==> src/rtl/ysyx_25020042_ifu.sv <==
// ---------------------------------------------------------------------------
// ysyx_25020042_ifu
//   Instruction fetch unit sitting directly in front of a combinational
//   instruction ROM. Owns the PC, presents it as the ROM address, and captures
//   {pc, rom_data} into a 2-entry prefetch FIFO whose head is offered to decode
//   over a valid/ready handshake. Fetch stops after an ebreak is fetched, and
//   the block reports halted once that ebreak has been handed to decode.
//
// Ports
//   clk            : clock, rising-edge
//   rst_n          : asynchronous active-low reset
//   rom_addr       : fetch address (the PC register itself, glitch-free)
//   rom_data       : ROM word for rom_addr, same cycle
//   out_valid      : FIFO head valid (suppressed while redirect_valid)
//   out_ready      : decode accepts the head
//   out_inst       : instruction at the FIFO head (0 when empty)
//   out_pc         : PC of the FIFO head (0 when empty)
//   redirect_valid : flush FIFO and restart fetch at redirect_pc
//   redirect_pc    : new fetch target, low two bits ignored
//   halted         : ebreak delivered to decode, fetch stopped
// ---------------------------------------------------------------------------
module ysyx_25020042_ifu #(
    parameter int                    ADDR_WIDTH  = 32,
    parameter logic [ADDR_WIDTH-1:0] RESET_PC    = ADDR_WIDTH'(32'h8000_0000),
    parameter logic [31:0]           EBREAK_INST = 32'h0010_0073
) (
    input  logic                  clk,
    input  logic                  rst_n,
    output logic [ADDR_WIDTH-1:0] rom_addr,
    input  logic [31:0]           rom_data,
    output logic                  out_valid,
    input  logic                  out_ready,
    output logic [31:0]           out_inst,
    output logic [ADDR_WIDTH-1:0] out_pc,
    input  logic                  redirect_valid,
    input  logic [ADDR_WIDTH-1:0] redirect_pc,
    output logic                  halted
);

    typedef enum logic [1:0] {
        S_RUN   = 2'd0,  // fetching
        S_DRAIN = 2'd1,  // ebreak fetched, emptying FIFO
        S_HALT  = 2'd2   // ebreak delivered
    } state_t;

    state_t                r_state;
    logic [ADDR_WIDTH-1:0] r_pc;
    logic                  r_halted;

    // Two-entry FIFO storage; 1-bit pointers wrap 1->0 by inversion.
    logic [ADDR_WIDTH-1:0] r_pc_q   [2];
    logic [31:0]           r_inst_q [2];
    logic                  r_rd_ptr;
    logic                  r_wr_ptr;
    logic [1:0]            r_count;

    logic                  w_empty;
    logic                  w_full;
    logic                  w_pop;
    logic                  w_push;
    logic                  w_fetch_ebreak;
    logic                  w_head_ebreak;
    logic [31:0]           w_head_inst;
    logic [ADDR_WIDTH-1:0] w_head_pc;
    logic [ADDR_WIDTH-1:0] w_redirect_aligned;

    assign w_empty = (r_count == 2'd0);
    assign w_full  = (r_count == 2'd2);

    assign w_head_inst = r_inst_q[r_rd_ptr];
    assign w_head_pc   = r_pc_q[r_rd_ptr];

    // A redirect cancels any handshake in its cycle, so valid is masked here.
    assign out_valid = !w_empty && !redirect_valid;
    assign w_pop     = out_valid && out_ready;

    // A full FIFO may still accept a new word when the head leaves this cycle.
    assign w_push = (r_state == S_RUN) && !redirect_valid && (!w_full || w_pop);

    assign w_fetch_ebreak = (rom_data == EBREAK_INST);
    assign w_head_ebreak  = (w_head_inst == EBREAK_INST);

    assign w_redirect_aligned = {redirect_pc[ADDR_WIDTH-1:2], 2'b00};

    assign rom_addr = r_pc;
    assign out_inst = w_empty ? 32'd0 : w_head_inst;
    assign out_pc   = w_empty ? '0    : w_head_pc;
    assign halted   = r_halted;

    always_ff @(posedge clk or negedge rst_n) begin
        if (!rst_n) begin
            r_state  <= S_RUN;
            r_pc     <= RESET_PC;
            r_halted <= 1'b0;
            r_rd_ptr <= 1'b0;
            r_wr_ptr <= 1'b0;
            r_count  <= 2'd0;
            for (int i = 0; i < 2; i++) begin
                r_pc_q[i]   <= '0;
                r_inst_q[i] <= 32'd0;
            end
        end else if (redirect_valid) begin
            // Flush: stale entries are dropped by zeroing count and pointers;
            // their storage contents are don't-care once count is zero.
            r_state  <= S_RUN;
            r_pc     <= w_redirect_aligned;
            r_halted <= 1'b0;
            r_rd_ptr <= 1'b0;
            r_wr_ptr <= 1'b0;
            r_count  <= 2'd0;
        end else begin
            if (w_push) begin
                r_pc_q[r_wr_ptr]   <= r_pc;
                r_inst_q[r_wr_ptr] <= rom_data;
                r_wr_ptr           <= ~r_wr_ptr;
                r_pc               <= r_pc + ADDR_WIDTH'(4);
                if (w_fetch_ebreak)
                    r_state <= S_DRAIN;
            end

            if (w_pop) begin
                r_rd_ptr <= ~r_rd_ptr;
                // Only the ebreak itself ends the drain; older entries ahead
                // of it pop normally.
                if (r_state == S_DRAIN && w_head_ebreak) begin
                    r_state  <= S_HALT;
                    r_halted <= 1'b1;
                end
            end

            case ({w_push, w_pop})
                2'b10:   r_count <= r_count + 2'd1;
                2'b01:   r_count <= r_count - 2'd1;
                default: r_count <= r_count;
            endcase
        end
    end

endmodule

==> config.mk <==
export PLATFORM = sky130hd
export DESIGN_NAME = ysyx_25020042_ifu
export DESIGN_NICKNAME = d
export VERILOG_FILES = /design/src/rtl/ysyx_25020042_ifu.sv
export SDC_FILE = /design/constraint.sdc
export NUM_CORES = 1
export LEC_CHECK = 0
export BUFFER_PORTS_ARGS = -buffer_cell sky130_fd_sc_hd__buf_2
export CELL_PAD_IN_SITES_DETAIL_PLACEMENT = 1
export CELL_PAD_IN_SITES_GLOBAL_PLACEMENT = 2
export CORE_MARGIN = 5
export CORE_UTILIZATION = 40
export CTS_BUF_LIST = sky130_fd_sc_hd__clkbuf_4
export DETAILED_ROUTE_END_ITERATION = 6
export PLACE_DENSITY_LB_ADDON = 0.1
export SYNTH_ARGS = -nofsm -noshare
export SYNTH_HDL_FRONTEND = slang
export SYNTH_SLANG_ARGS = --single-unit
==> constraint.sdc <==
create_clock -name clk -period 4.94 [get_ports clk]
set_input_delay 0.741 -clock clk [delete_from_list [all_inputs] [get_ports clk]]
set_output_delay 0.741 -clock clk [all_outputs]
set_load 0.005 [all_outputs]
Word-level counts from Yosys, hierarchy flattened
Cells that the tools add are included.
Widths: inputs -> output; s select.
Storage, ports and cells
  output and inout bits: 98
  bits in registers: 167
Cells by class
  order comparisons: 3
  eq/ne operators: 6
  add/sub/neg operators: 3
  bitwise logic cells: 5
  muxes and demuxes: 28
  reduce and logical (&&, ||, !) cells: 18
Operators with widths (count)
  $mux 32: 11
  $bwmux 64: 2
  $eq 32x21->1 const B: 2
  $add 32x3->32 const B: 1
  $demux 32 s1: 1
  $mux 2: 6
  $mux 1: 7
  $logic_and 1x1->1: 6
  $reduce_bool 2->1: 3
  $eq 2x1->1 const B: 2
  $eq 2x2->1 const B: 2
  $ge 2x2->1 const B: 2
  $logic_not 2->1: 2
  $not 1->2: 2
  $pmux 2 s2: 1
  $reduce_and 2->1: 2
  $logic_not 1->1: 3
  $not 1->1: 3
  $reduce_bool 3->1: 1
  $add 2x1->2 const B: 1
  $lt 2x1->1 const B: 1
  $sub 2x1->2 const B: 1
  $logic_or 1x1->1: 1

Logic depth before layout (Yosys ltp)
Gate-level depths: netlist of the first run.
  depth in word-level cells: 10
  depth in mapped cells: 7
  depth with buffers taken out: 5

Worst setup path after synthesis of the first run
Ideal clock, no wire load.
  path type: input -> register
  from: in out_ready
  to: reg r_inst_q[0] (netlist bit)
  cell stages on the path: 6
  data required time: 4815 ps
  path slack: 2599 ps
  setup time: 125 ps
  buffers on the path: 2
  arrival time: 2216 ps
  path through: or3b_2 > and3_1 > and2_1 > clkbuf_1 > clkbuf_1 > mux2_2
On the way
  longest elaborated chain between the ends: 4
Ends and longest elaborated chain
  from (decl): RTL line 32  | input logic out_ready,
  $logic_and 1x1->1: RTL line 75  | assign w_pop = out_valid && out_ready;
  $logic_or 1x1->1: RTL line 78  | assign w_push = (r_state == S_RUN) && !redirect_valid && (!w_full || w_pop);
  $logic_and 1x1->1: RTL line 78
  $reduce_and 2->1 (no source line)
  to (signal, indexed assignment): RTL line 114  | r_inst_q[r_wr_ptr] <= rom_data;
  to (decl): RTL line 52  | logic [31:0] r_inst_q [2];
Every way passes these cells.
A chain may end at the register's enable or synchronous reset.

Worst setup path after layout of the first run
  from: reg r_rd_ptr
  to: out out_inst[8]
On the way
  longest elaborated chain between the ends: 5
Ends and longest elaborated chain
  from (decl): RTL line 53  | logic r_rd_ptr;
  from (signal assigned): RTL line 122  | r_rd_ptr <= ~r_rd_ptr;
  $not 1->2 (implied by the code): RTL line 70  | assign w_head_inst = r_inst_q[r_rd_ptr];
  $mux 32 (implied by the code) (3 in series): RTL line 70
  $mux 32: RTL line 86  | assign out_inst = w_empty ? 32'd0 : w_head_inst;
  to (decl): RTL line 33  | output logic [31:0] out_inst,
Every way passes these cells. The select of a mux whose other input is x is not followed.

==> flow_metrics.tcl, run 1 <==
set metrics [dict create \
    status "completed" \
    routedWlPerCell_um 19.75 \
    rrSetupSlack_ps 2150 \
    grt_pass1_vias 6520 \
    clock_latency_ps 570 \
    end_kind "output port" \
    grt_setup_unrepaired "false" \
    syn_to_final_growth_pct 17.01 \
    crit_chain "buf_4, mux2i_1, nor2_1, buf_2" \
    dp_hpwl_mm 15.12 \
    path_max_fanout 60 \
    synthCells 680 \
    ys.flop_type "dfrtp_1" \
    numCtsBuffers 17 \
    stdcell_count 1103 \
    avgSynthCellArea_um2 11.60 \
    nNetsFinal 892 \
    cts.path.max_buffers 2 \
    yosys_register_bits 161 \
    cts.htree.levels 4 \
    fillers 2174 \
    multi_input_area_mm2 0.003652 \
    setup.worst_path.start "r_rd_ptr" \
    clock_skew_ps 28.57 \
    cpPeakStageDelay_ps 1180 \
    worstMarginPinSlew_ps 1089 \
    cts_tree "yes" \
    ctsResizeCount 0 \
    track_usage_pct 19.85 \
    die_h_um 150.4 \
    ios 166 \
    hp-class "in2async" \
    drive_gt1_share_pct 39.71 \
    rr_endpoint "r_inst_q[30]" \
    drt_iter0_drc 159 \
    postRouteAntennaNets 0 \
    hold_viol 0 \
    rr_worst_depth 5 \
    grt_overflow 0 \
    routabilityCongestion 0.8200 \
    dr.pass1.iters 4 \
    crit_family "flip-flops" \
    post-route-min-period_ps 3313 \
    cp.required_ps 4200 \
    slew_headroom_pct 27.41 \
    crit_slowest_cell "dfrtp_4" \
    vias 5920 \
    async_reset_ff_share_pct 100.0 \
    die-area_mm2 0.02262 \
    p_per_area_mw_per_mm2 371.4 \
    routed_via_density 5.367 \
    clockRootBuffer "clkbuf_4" \
    critical_path_buf_inv_count 2 \
    io_buffer_count 159 \
    start_kind "register" \
    fin_crit_sh_pct 67.07 \
    grt_pass1_wl_mm 35.00 \
    crit_type "reg2out" \
    max_freq_ghz 0.3018 \
    peakVddDrop_mv 0.1565 \
    clock-sinks 161 \
    ys_warn_count 0 \
    synth_edf_count 0 \
    postCtsSetupBuffers 0 \
    grt_max_degree 88 \
    drc 0 \
    maxSlewViolCount 0 \
    placed_cells 1069 \
    rows 51 \
    netlist_area_mm2 0.007886 \
    die-width_um 150.4 \
    path_clk_slew_ps 130 \
    antenna_found_initial 1 \
    worstReg2RegStart "r_state[1]" \
    ys_types 49 \
    routed_wl_mm 21.78 \
    finalSetupViolCount 0 \
    yosysSeqAreaShare_pct 51.10 \
    postCtsHoldBufs 0 \
    start_util_pct 40.52 \
    core-area_mm2 0.01946 \
    arrival_ps 2570 \
    max_cap_violations 0 \
    tns_ps 0 \
    seq_area_mm2 0.004034 \
    p_leak_nw 3.992 \
]
how the worst max path moves through the flow:
stage,to,slack [ps],depth (start not counted)
after CTS,out_pc[22],1500,4
final,out_inst[8],1630,4
after global routing,out_pc[10],1390,4
after detailed placement,rom_addr[21],1880,5
after global placement,r_pc_q[18],1990,6
after floorplan,r_inst_q[0],2600,6
cell type report:
cell class / instances / share of cell area [%]
well taps: 265 / 3.593
multi-input cells: 469 / 39.58
inverters: 6 / 0.2441
clock inverters: 14 / 1.790
flip-flops and latches: 161 / 43.72
diodes: 2 / 0.05424
clock buffers: 18 / 1.464
repair buffers: 168 / 9.559
cells in the final DEF (no fill, tap or decap), types with 10 or more instances in the layout:
| master | n |
|---|---|
| dfrtp_1 | 159 |
| clkbuf_4 | 18 |
| mux2_2 | 124 |
| or4_1 | 22 |
| nor4_1 | 10 |
| mux2i_1 | 63 |
| buf_2 | 158 |
| nand4_1 | 10 |
| o21ai_0 | 13 |
| nand3_1 | 19 |
| a31oi_1 | 13 |
| nor2_1 | 83 |
| nand2_1 | 25 |
| o31ai_1 | 11 |
cell usage after synthesis (all sizes together), types with 2 or more instances:
library cell  instances  area (um2)
nand3                19       95.09
nor4bb                4       40.04
xnor2                 6       52.55
and4                  4       35.03
and4b                 2       20.02
or4                  22       165.2
and2                  2       12.51
and3                  4       25.02
mux2                124        1396
mux2i                63       630.6
nor4b                 5       43.79
nand2b                2       12.51
a31oi                13       81.33
nor3b                 3       22.52
nor2                 84       315.3
nand2                25       93.84
inv                   6       22.52
or3b                  2       20.02
o211ai                9       67.56
o31ai                11       82.58
a21oi                 3       15.01
o32ai                 2       17.52
or3                   3       18.77
xor2                  3       26.28
nand4                10       62.56
clkbuf               32       120.1
dfrtp               160        4004
nor3                  5       25.02
nor4                 10       62.56
buf                  15       88.84
o21ai                13       65.06
state kept, by name (all words and copies together) (netlist names):
name      cells
rom_addr     30
r_wr_ptr      1
r_count       2
r_state       2
r_inst_q     64
r_pc_q       60
halted        1
r_rd_ptr      1
per-stage QoR:
step	instance area, um2	worst slack, ps	utilization (%)	hold slack [ps]	total power, mW
finish	9228	1627	47.41	230.2	3.427
global route	9228	1395	47.41	224.2	3.664
CTS	9223	1504	47.39	209.5	3.490
detailed placement	8922	1882	45.84	497.7	2.646
global placement	8922	1986	45.84	488.3	2.589
floorplan	7898	2599	-	445.4	2.283
per-layer routing:
metal	vias to the layer above	global-route usage [%]	share of wire [%]
met2	128	34.00	50
met5	-	0	0
met4	0	5.032	1.2
li1	2774	-	-
met3	19	4.726	4.2
met1	2999	25.33	45
kinds of logic (layout without fill, tap and decap cells):
family / after synthesis / after routing / share of synthesized area (%)
adder cells (fa/ha/maj): 1 / 1 / 0.1586
buffers and inverters: 53 / 206 / 2.935
AND/OR/NAND/NOR: 211 / 211 / 14.23
XOR/XNOR: 9 / 9 / 0.9996
AO/OA/AOI/OAI: 57 / 57 / 4.823
flip-flops: 161 / 161 / 51.10
other: 1 / 6 / 0.04755
multiplexers: 187 / 187 / 25.70
power breakdown:
part	switching [mW]	internal (mW)	leakage, nW	total [mW]
Clock	0.478	0.354	0.154	0.832
Combinational	0.346	0.433	1.94	0.779
Sequential	0.236	1.58	1.90	1.82
Total	1.06	2.37	3.99	3.43
Note: power is estimated with default switching activity, not from simulation.
==> run 2: changes to the inputs <==
CORE_UTILIZATION = 33   (was 40)
clock period = 2.94 ns   (was 4.94 ns; I/O delays follow)
==> flow_metrics.tcl, run 2 (synthesized netlist as in run 1, its figures left out) <==
set metrics [dict create \
    slew_headroom_pct 32.89 \
    dp_hpwl_mm 16.09 \
    finalSetupViolCount 0 \
    largest_register_ffs 64 \
    clock-sinks 161 \
    fillers 2610 \
    dr.pass1.iters 4 \
    postRouteAntennaNets 0 \
    crit_type "reg2out" \
    die-width_um 164.6 \
    start_kind "register" \
    post-route-min-period_ps 2623 \
    nNetsFinal 896 \
    routabilityCongestion 0.7297 \
    cts.htree.levels 4 \
    p_leak_nw 4.042 \
    placed_cells 1126 \
    grt_setup_unrepaired "false" \
    maxSlewViolCount 0 \
    fin_crit_sh_pct 89.20 \
    rows 56 \
    syn_to_final_growth_pct 19.13 \
    core-area_mm2 0.02347 \
    grt_pass1_vias 6766 \
    cpPeakStageDelay_ps 880 \
    path_clk_slew_ps 140 \
    drc 0 \
    largest_register "r_inst_q" \
    cts_tree "yes" \
    hp-class "in2reg" \
    clockRootBuffer "clkbuf_4" \
    routed_wl_mm 23.12 \
    clock_skew_ps 22.81 \
    postCtsHoldBufs 1 \
    cp.required_ps 2500 \
    tns_ps 0 \
    hold_viol 0 \
    routed_via_density 5.149 \
    crit_slowest_cell "dfrtp_4" \
    grt_pass1_wl_mm 37.20 \
    peakVddDrop_mv 0.2145 \
    die_h_um 164.6 \
    clock_latency_ps 570 \
    antenna_found_initial 1 \
    ctsResizeCount 0 \
    final_cell_mix "159 x dfrtp_1, 158 x buf_2, 124 x mux2_2" \
    status "completed" \
    die-area_mm2 0.02709 \
    p_per_area_mw_per_mm2 633.5 \
    start_util_pct 33.60 \
    final_common_cell "dfrtp_1" \
    drt_iter0_drc 228 \
    stdcell_count 1158 \
    io_buffer_count 159 \
    crit_chain "buf_12, mux2i_1, nor2_1, buf_2" \
    postCtsSetupBuffers 0 \
    drive_gt1_share_pct 39.98 \
    final_util_pct 40.03 \
    vias 5962 \
    routedWlPerCell_um 19.97 \
    max_freq_ghz 0.3813 \
    ios 166 \
    worstMarginPinSlew_ps 1007 \
    grt_overflow 0 \
    end_kind "output port" \
    max_cap_violations 0 \
    track_usage_pct 17.61 \
    path_max_fanout 35 \
    arrival_ps 2180 \
    grt_max_degree 65 \
    numCtsBuffers 17 \
    cts.path.max_buffers 2 \
]
run 2: layer usage:
metal,vias up,GRT usage (%),routed length (um)
li1,2767,-,-
met1,3049,22.05,10080
met2,125,30.45,11680
met3,21,4.292,1023
met4,0,4.688,336
met5,-,0,0
run 2: worst max-delay path, delay by kind of cell (launching register included):
kind / cells / cell delay (ps)
DFF: 1 / 880
muxes: 1 / 230
buffers and inverters: 2 / 410
and+or+nand+nor: 1 / 80
run 2: worst paths after layout:
| path | startpoint | end | slack, ps | depth (start not counted) |
|---|---|---|---|---|
| setup / recovery | r_rd_ptr | out_pc[13] | 320 | 4 |
| hold / removal | redirect_pc[6] | rom_addr[6] | 70 | 3 |
| setup reg to reg | rom_addr[2] | rom_addr[30] | 420 | 5 |
| hold reg to reg | r_pc_q[30] | r_pc_q[30] | 520 | 1 |
| max in group asynchronous | rst_n | rom_addr[31] | 1680 | 3 |
| min in group asynchronous | rst_n | r_inst_q[2] | 420 | 2 |
run 2: report_power, final:
group          switching, mW  internal [mW]  total, mW  leakage, nW
registers              0.373           2.66       3.03         1.90
clock network          0.798          0.766       1.56        0.174
logic                  0.619          0.739       1.36         1.97
run 2: through the flow:
stage	area, um2	hold slack, ps	worst slack [ps]	power (mW)
floorplan	7898	145.4	640.0	3.836
global placement	9051	477.8	387.3	4.391
detailed placement	9051	486.1	343.6	4.482
CTS	9393	20.50	237.6	6.072
global route	9395	13.02	158.2	6.344
finish	9395	72.66	317.4	5.952
run 2: layout make-up:
cell class                      instances  area (um2)  area share [%]
Sequential cell                       161        4034           42.94
Timing Repair Buffer                  172       952.2           10.13
Tap cell                              319       399.1           4.248
Antenna cell                            1       2.502         0.02663
Clock inverter                         11       188.9           2.011
Inverter                                6       22.52          0.2397
Clock buffer                           19       142.6           1.518
Multi-Input combinational cell        469        3654           38.89
==> run 3: changes to the inputs <==
CORE_UTILIZATION = 38   (was 33)
CTS_BUF_LIST = not set   (was sky130_fd_sc_hd__clkbuf_4)
GPL_ROUTABILITY_DRIVEN = 0   (was not set)
clock period = 3.1 ns   (was 2.94 ns; I/O delays follow)
==> flow_metrics.tcl, run 3 (synthesized netlist as in run 1, its figures left out) <==
set metrics [dict create \
    fin_hold_ws_ps 79.15 \
    grt_pass1_vias 6794 \
    grt_setup_unrepaired "false" \
    drive_gt1_share_pct 40.17 \
    rr_worst_depth 5 \
    crit_type "reg2reg" \
    largest_register "r_inst_q" \
    place_area_mm2 0.008976 \
    die_h_um 154.1 \
    p_total_mw 6.168 \
    fillers 2234 \
    seqPwrFrac_pct 46.7 \
    placed_cells 1077 \
    p_sw_share_pct 29.72 \
    path_clk_slew_ps 60 \
    antenna_found_initial 0 \
    vias 6010 \
    status "completed" \
    numCtsBuffers 17 \
    routed_via_density 5.419 \
    final_util_pct 46.82 \
    postRouteAntennaNets 0 \
    slew_headroom_pct 39.91 \
    worstMarginPinSlew_ps 899.5 \
    clock-sinks 161 \
    fin_crit_sh_pct 91.64 \
    cts.htree.levels 4 \
    grt_overflow 0 \
    largest_register_ffs 64 \
    max_cap_violations 0 \
    hold_viol 0 \
    dr.pass1.iters 4 \
    internal_power_mw 4.335 \
    rr_endpoint "r_inst_q[38]" \
    seq_area_mm2 0.004034 \
    pwr-share-clk_pct 32.6 \
    p_per_area_mw_per_mm2 646.9 \
    rrSetupSlack_ps 260 \
    cts_tree "yes" \
    maxSlewViolCount 0 \
    routedWlPerCell_um 20.13 \
    crit_slowest_cell "nor2b_4" \
    cpPeakStageDelay_ps 760 \
    peakVddDrop_mv 0.3738 \
    antennaDiodeCount 0 \
    max_freq_ghz 0.3520 \
    postCtsHoldBufs 0 \
    io_buffer_count 159 \
    start_util_pct 38.73 \
    comb_power_share_pct 20.7 \
    grt_pass1_wl_mm 36.74 \
    worstReg2RegStart "r_count[1]" \
    die-area_mm2 0.02373 \
    tns_ps 0 \
    final_common_cell "dfrtp_1" \
    routed_wl_mm 22.32 \
    stdcell_count 1109 \
    dp_hpwl_mm 15.54 \
    rows 52 \
    p_sw_mw 1.833 \
    finalSetupViolCount 0 \
    ctsResizeCount 0 \
    crit_chain "or3b_2, and3_1, nor2b_4, buf_4, mux2_2" \
    drc 0 \
    start_kind "register" \
    finalWorstSetupSlack_ps 259.3 \
    cts.path.max_buffers 2 \
    end_kind "register" \
    cp.required_ps 3400 \
    post-route-min-period_ps 2841 \
    track_usage_pct 19.18 \
    ios 166 \
    pre_cts_ws_ps 119.1 \
    drt_iter0_drc 156 \
    clock_latency_ps 420 \
    multi_input_area_mm2 0.003652 \
    postCtsSetupBuffers 0 \
    die-width_um 154.1 \
    nNetsFinal 895 \
    core-area_mm2 0.02036 \
    syn_to_final_growth_pct 20.89 \
    grt_max_degree 77 \
    p_leak_nw 4.128 \
    final_cell_mix "159 x dfrtp_1, 158 x buf_2, 124 x mux2_2" \
    clockRootBuffer "clkbuf_16" \
    path_max_fanout 37 \
    clock_skew_ps 9.432 \
    arrival_ps 3140 \
    final_cell_area_mm2 0.009534 \
    hp-class "in2async" \
]
## run 3: routing by layer
layer / GRT usage, % / wire, um / vias up / share of wire [%]
met2: 33.69 / 11520 / 120 / 52
met5: 0 / 0 / - / 0
met1: 24.23 / 9620 / 3085 / 43
met3: 3.485 / 858 / 25 / 3.8
met4: 5.341 / 323 / 0 / 1.4
li1: - / - / 2780 / -
## run 3: power groups by stage
stage,logic (mW),registers (mW),clock network (mW)
finish,1.28,2.88,2.01
floorplan,0.855,2.78,0
global placement,1.26,2.89,0
detailed placement,1.31,2.93,0
global route,1.43,2.95,2.17
CTS,1.31,2.89,2.07
## run 3: critical path, delay by kind of cell (launching register included)
family        cells  cell delay [ps]
buf+inv           1              600
flops             1              460
simple gates      3             1230
mux               1              410
## run 3: worst max path at each step
stage                            from           end
after floorplan           rom_addr[2]  rom_addr[18]
after global placement      out_ready    r_pc_q[37]
after detailed placement    out_ready  r_inst_q[51]
after CTS                  r_count[1]  r_inst_q[56]
after global routing       r_count[1]  r_inst_q[35]
final                      r_count[1]  r_inst_q[38]
## run 3: area by class of cell
| type | count | area share (%) |
|---|---|---|
| clock buffer | 17 | 4.462 |
| clock inverter | 15 | 1.391 |
| inverter | 6 | 0.2362 |
| multi-input combinational | 469 | 38.31 |
| sequential | 161 | 42.31 |
| tap | 270 | 3.543 |
| timing repair buffer | 171 | 9.751 |
